==> src/rtl/hazard_sequencer_pkg.sv <==
// Shared core definitions for the hazard sequencer: opcodes, FSM states, register-index width.
package hazard_sequencer_pkg;

  localparam int unsigned REG_W = 5;

  localparam logic [6:0] BRANCH_OP_C = 7'b1100011;
  localparam logic [6:0] JAL_OP      = 7'b1101111;
  localparam logic [6:0] JALR_OP     = 7'b1100111;
  localparam logic [6:0] LOAD_OP     = 7'b0000011;

  typedef enum logic {
    RUN   = 1'b0,
    STALL = 1'b1
  } state_t;

  // x0 is hardwired to zero, so it can never carry a dependency.
  function automatic logic reg_match(input logic [REG_W-1:0] rd,
                                     input logic [REG_W-1:0] rs1,
                                     input logic [REG_W-1:0] rs2);
    return (rd != '0) && ((rd == rs1) || (rd == rs2));
  endfunction

endpackage

==> src/rtl/hazard_sequencer_match.sv <==
// Combinational bubble-need calculation from the ID/EX/MEM register and opcode fields.
module hazard_match
  import hazard_sequencer_pkg::*;
#(
  parameter logic [6:0]  BRANCH_OP        = 7'b1100011,
  parameter int unsigned LD_BR_EX_BUBBLES = 2
) (
  input  logic [6:0]       IF_ID_op,
  input  logic [REG_W-1:0] IF_ID_rs1,
  input  logic [REG_W-1:0] IF_ID_rs2,
  input  logic             ID_EX_memread,
  input  logic             ID_EX_regwrite,
  input  logic [REG_W-1:0] ID_EX_rd,
  input  logic             EX_MEM_memread,
  input  logic [REG_W-1:0] EX_MEM_rd,
  output logic [1:0]       n
);

  logic is_br;
  logic ex_hit;
  logic mem_hit;

  assign is_br   = (IF_ID_op == BRANCH_OP);
  assign ex_hit  = reg_match(ID_EX_rd, IF_ID_rs1, IF_ID_rs2);
  assign mem_hit = reg_match(EX_MEM_rd, IF_ID_rs1, IF_ID_rs2);

  always_comb begin
    n = 2'd0;
    if (ID_EX_memread && ex_hit && is_br)
      n = 2'(LD_BR_EX_BUBBLES);
    else if (ID_EX_memread && ex_hit)
      n = 2'd1;
    else if (ID_EX_regwrite && ex_hit && is_br)
      n = 2'd1;
    else if (EX_MEM_memread && mem_hit && is_br)
      n = 2'd1;
  end

endmodule

==> src/rtl/hazard_sequencer.sv <==
// Registered pipeline hazard sequencer (RUN/STALL FSM + bubble counter).
// Optional performance counters enabled by defining HAZARD_SEQ_PERF_EN.
module hazard_sequencer
  import hazard_sequencer_pkg::*;
#(
  parameter logic [6:0]  BRANCH_OP        = 7'b1100011,
  parameter int unsigned LD_BR_EX_BUBBLES = 2,
  parameter int unsigned CNT_W            = 32
) (
  input  logic             clk,
  input  logic             rst_n,
  input  logic             icache_stall,
  input  logic             dcache_stall,
  input  logic [6:0]       IF_ID_op,
  input  logic [REG_W-1:0] IF_ID_rs1,
  input  logic [REG_W-1:0] IF_ID_rs2,
  input  logic             ID_EX_memread,
  input  logic             ID_EX_regwrite,
  input  logic [REG_W-1:0] ID_EX_rd,
  input  logic             EX_MEM_memread,
  input  logic [REG_W-1:0] EX_MEM_rd,
  input  logic             branch_taken,
  output logic             pc_write,
  output logic             IF_ID_write,
  output logic             IF_ID_flush,
  output logic             ID_EX_bubble,
  output logic             pipe_freeze,
  output logic [CNT_W-1:0] perf_stall_cnt,
  output logic [CNT_W-1:0] perf_flush_cnt,
  output logic [CNT_W-1:0] perf_freeze_cnt
);

  state_t     state, state_nxt;
  logic [1:0] rem, rem_nxt;
  logic [1:0] n;
  logic       freeze;

  hazard_match #(
    .BRANCH_OP       (BRANCH_OP),
    .LD_BR_EX_BUBBLES(LD_BR_EX_BUBBLES)
  ) u_match (
    .IF_ID_op      (IF_ID_op),
    .IF_ID_rs1     (IF_ID_rs1),
    .IF_ID_rs2     (IF_ID_rs2),
    .ID_EX_memread (ID_EX_memread),
    .ID_EX_regwrite(ID_EX_regwrite),
    .ID_EX_rd      (ID_EX_rd),
    .EX_MEM_memread(EX_MEM_memread),
    .EX_MEM_rd     (EX_MEM_rd),
    .n             (n)
  );

  assign freeze = icache_stall | dcache_stall;

  always_ff @(posedge clk) begin
    if (!rst_n) begin
      state <= RUN;
      rem   <= '0;
    end else begin
      state <= state_nxt;
      rem   <= rem_nxt;
    end
  end

  always_comb begin
    state_nxt    = state;
    rem_nxt      = rem;
    pc_write     = 1'b0;
    IF_ID_write  = 1'b0;
    IF_ID_flush  = 1'b0;
    ID_EX_bubble = 1'b0;
    pipe_freeze  = 1'b0;
    if (!rst_n) begin
      IF_ID_flush  = 1'b1;
      ID_EX_bubble = 1'b1;
    end else if (freeze) begin
      pipe_freeze = 1'b1;
    end else if (state == RUN) begin
      if (n != 2'd0) begin
        // Branch operands are stale while stalling, so branch_taken is not honoured.
        ID_EX_bubble = 1'b1;
        if (n > 2'd1) begin
          state_nxt = STALL;
          rem_nxt   = n - 2'd1;
        end
      end else begin
        pc_write    = 1'b1;
        IF_ID_write = 1'b1;
        IF_ID_flush = branch_taken;
      end
    end else begin
      ID_EX_bubble = 1'b1;
      if (rem <= 2'd1) begin
        state_nxt = RUN;
        rem_nxt   = '0;
      end else begin
        rem_nxt = rem - 2'd1;
      end
    end
  end

`ifdef HAZARD_SEQ_PERF_EN
  always_ff @(posedge clk) begin
    if (!rst_n) begin
      perf_stall_cnt  <= '0;
      perf_flush_cnt  <= '0;
      perf_freeze_cnt <= '0;
    end else begin
      if (ID_EX_bubble && (perf_stall_cnt != '1))
        perf_stall_cnt <= perf_stall_cnt + CNT_W'(1);
      if (IF_ID_flush && (perf_flush_cnt != '1))
        perf_flush_cnt <= perf_flush_cnt + CNT_W'(1);
      if (pipe_freeze && (perf_freeze_cnt != '1))
        perf_freeze_cnt <= perf_freeze_cnt + CNT_W'(1);
    end
  end
`else
  assign perf_stall_cnt  = '0;
  assign perf_flush_cnt  = '0;
  assign perf_freeze_cnt = '0;
`endif

endmodule
==> config.mk <==
export PLATFORM = sky130hd
export DESIGN_NAME = hazard_sequencer
export DESIGN_NICKNAME = d
export VERILOG_FILES = /design/src/rtl/hazard_sequencer_pkg.sv /design/src/rtl/hazard_sequencer_match.sv /design/src/rtl/hazard_sequencer.sv
export SDC_FILE = /design/constraint.sdc
export NUM_CORES = 1
export LEC_CHECK = 0
export CAP_MARGIN = 20
export CORE_AREA = 2 2 52 54
export CTS_BUF_LIST = sky130_fd_sc_hd__clkbuf_8
export DETAILED_ROUTE_END_ITERATION = 7
export DIE_AREA = 0 0 54 56
export DONT_BUFFER_PORTS = 1
export GPL_TIMING_DRIVEN = 0
export HOLD_SLACK_MARGIN = 0.05
export PLACE_DENSITY_LB_ADDON = 0.08
export REMOVE_ABC_BUFFERS = 1
export SLEW_MARGIN = 40
export SYNTH_ARGS = -nofsm -noshare
export SYNTH_HDL_FRONTEND = slang
export SYNTH_SLANG_ARGS = --single-unit
==> constraint.sdc <==
create_clock -name clk -period 4.5 [get_ports clk]
set_clock_uncertainty 0.15 [all_clocks]
set_input_delay 0.9 -clock clk [delete_from_list [all_inputs] [get_ports clk]]
set_output_delay 0.9 -clock clk [all_outputs]
set_load 0.01 [all_outputs]
==> impl_metrics.yaml <==
synth:
  synthDistinctLibCells: 32
  synth.yosys.warnings: 0
  synth-xor-area-share: 0.136
  synth-simple-area-share: 0.145
  synth_top_family_by_area: "buffers and inverters"
  synth_area_leader_cell: "buf_4"
  avgSynthCellArea_um2: 7.69
  muxShareOfSynthArea: 0
  netlist.area_leader.share: 0.567
  yosysSeqAreaShare: 0.0467
  synth_cells: 167
  synth_seq_cells: 3
  synth_compound_area_frac: 0.0867
  syn-cell-area_mm2: 0.00128
  ys_top_cells_by_area: "buf_4, xnor2_1, xor2_1, dfxtp_1, nand3_1"
  synth-adder-area-share: 0.00974
place:
  gp_congestion: 0.693
  dp_slack_ns: 0.662
  placed_area_um2: 951
  dp_cells: 195
  place_hpwl_um: 1750
  io_buffers: 0
die:
  core-area_mm2: 0.00243
  dieWidth_um: 54
  die_h_um: 56
  rows: 18
  dieArea_mm2: 0.00302
  initial_core_util: 0.528
  io_pins: 136
worst_setup_path:
  crit_start: "IF_ID_rs1[4]"
  crit_arrival_ns: 2.76
  start_kind: "primary input"
  end_kind: "output pin"
  r2r-end: "rem[1]$_SDFFE_PN0P_"
  cp-endpoint: "IF_ID_write"
  worstPathRequired_ns: 3.45
  cp_max_fo: 5
  worstSetupPathType: "primary input to output pin"
  r2r_start: "state$_SDFFE_PN0P_"
  r2r_setup_slack_ns: 3.34
  ff2ff_path_depth: 4
min_path:
  min_path_type: "flop to flop"
global_routing:
  grt-ovfl-total: 0
  antenna_found_initial: 0
  grt_pass1_vias: 614
  gr-usage-all-layers: 0.0976
  grt_start_max_net_pins: 10
  grt_first_pass_wirelength_um: 2290
clock_tree:
  numCtsBuffers: 3
  clock_latency_ns: 0.21
  cts_max_path_buffers: 2
  post_cts_buffers: 0
  h-tree-depth: 1
  cts_tree: "yes"
  ctsHoldBuffers: 0
  clk_pin_slew_worst_paths_ns: 0.03
  cts_resized: 0
  clockRootBuffer: "clkbuf_8"
  cts_sinks: 3
job:
  cap_violations: 0
layout:
  fill_cells: 269
  antennaDiodeCount: 0
  nets: 206
  multi_input_area_um2: 846
  final_common_cell: "conb_1"
  register_area_um2: 60.1
  drive_gt1_frac: 0.0533
  final_cells: 199
  fin_area_um2: 996
  layout_common_cells: "conb_1, xnor2_1, nand3_1, xor2_1, nand2_1"
  areaGrowthSynthToFinish_pct: -22.5
timing:
  rsz0062_at_grt: "false"
  hold_viol: 0
  setup_slack_ns: 0.687
  slew_viol_final: 0
  finalSetupTns_ns: 0
  clock.fmax_mhz: 262
  period_needed_ns: 3.81
  fin_crit_sh: 0.847
  setup_viol: 0
detailed_routing:
  drcViolationCount: 0
  vias_per_cell: 3.82
  wl_um: 1910
  wl_per_cell_um: 9.60
  antenna_left: 0
  dr.pass1.iters: 2
  num_vias: 761
  drt_iter0_drc: 4
outcome:
  status: "complete, no violations"
power:
  power-per-cell-area_mw_per_mm2: 170
  vdd_drop_max_v: 0.000161
  leakage_uw: 0.000519
==> cell families after synthesis <==
logic type                 after synthesis
AOI/OAI and AO/OA                       13
xor gates and xnor gates                20
adders and majority gates                1
buffers and inverters                   99
DFF                                      3
other                                    1
and+or+nand+nor                         30
==> final cells by class <==
class                   instances  area share
clock buffers                   3      0.0415
well taps                      30      0.0377
multi-input cells             160       0.849
clock inverters                 1     0.00377
inverters                       2     0.00754
flip-flops and latches          3      0.0603
==> worst max-delay path: stages <==
cell	delay, ns
xnor2_1	0.16
nand3_1	0.11
o32ai_2	0.31
o21a_2	0.23
a21oi_2	0.06
o311a_1	0.33
ha_1	0.24
nor2b_1	0.16
and3_1	0.26
==> report_power, final <==
part           leakage [uW]  internal, uW  switching, uW
sequential        0.0000241          26.8        0.00176
combinational      0.000467          16.7           50.6
clock             0.0000269          58.1           17.6
total              0.000519           102           68.2
==> through the flow <==
step / total power (uW) / hold WS (ns) / util
after global placement: 91.8 / 0.396 / 0.391
after floorplan: 88.8 / 0.356 / -
after detailed placement: 92.5 / 0.405 / 0.391
after global routing: 183 / 0.439 / 0.409
final: 170 / 0.415 / 0.409
after CTS: 170 / 0.412 / 0.409
==> worst min path at each step <==
stage                        start                  to  depth (start not counted)
2_1_floorplan  rem[1]$_SDFFE_PN0P_  state$_SDFFE_PN0P_                          1
3_3_place_gp   rem[1]$_SDFFE_PN0P_  state$_SDFFE_PN0P_                          1
4_1_cts        rem[1]$_SDFFE_PN0P_  state$_SDFFE_PN0P_                          1
5_1_grt        rem[1]$_SDFFE_PN0P_  state$_SDFFE_PN0P_                          1
6_report       rem[1]$_SDFFE_PN0P_  state$_SDFFE_PN0P_                          1
3_5_place_dp   rem[1]$_SDFFE_PN0P_  state$_SDFFE_PN0P_                          1
==> per-layer routing <==
layer / vias to the layer above / track usage / wire, um
met5: - / 0 / 0
met4: 0 / 0.0429 / 0
met3: 0 / 0.0323 / 330
met2: 61 / 0.202 / 1070
met1: 339 / 0.0723 / 506
li1: 361 / - / -
==> synthesized netlist by cell type <==
| master | n |
|---|---|
| o311a_1 | 2 |
| or4_1 | 2 |
| o21ai_0 | 1 |
| ha_1 | 1 |
| o221a_1 | 1 |
| a211o_1 | 1 |
| buf_4 | 97 |
| a21oi_2 | 2 |
| a21oi_1 | 1 |
| o32ai_2 | 1 |
| nor2b_1 | 3 |
| xnor2_1 | 12 |
| dfxtp_1 | 3 |
| nand2b_1 | 1 |
| o21a_2 | 1 |
| nand3_1 | 8 |
| nor3_2 | 2 |
| nor3b_1 | 1 |
| nand2_1 | 4 |
| o21ai_1 | 2 |
| nand4b_1 | 1 |
| nor3_1 | 2 |
| nor4b_1 | 1 |
| inv_1 | 2 |
| and3_1 | 1 |
| and4b_1 | 1 |
| nor2_1 | 1 |
| o2111ai_1 | 1 |
| xor2_1 | 8 |
| and4_1 | 1 |
| conb_1 | 1 |
| nand3b_1 | 1 |
==> registers in the layout (all words and copies together), names as in the netlist <==
register,count
rem,2
state,1
(Power assumes the default switching activity.)
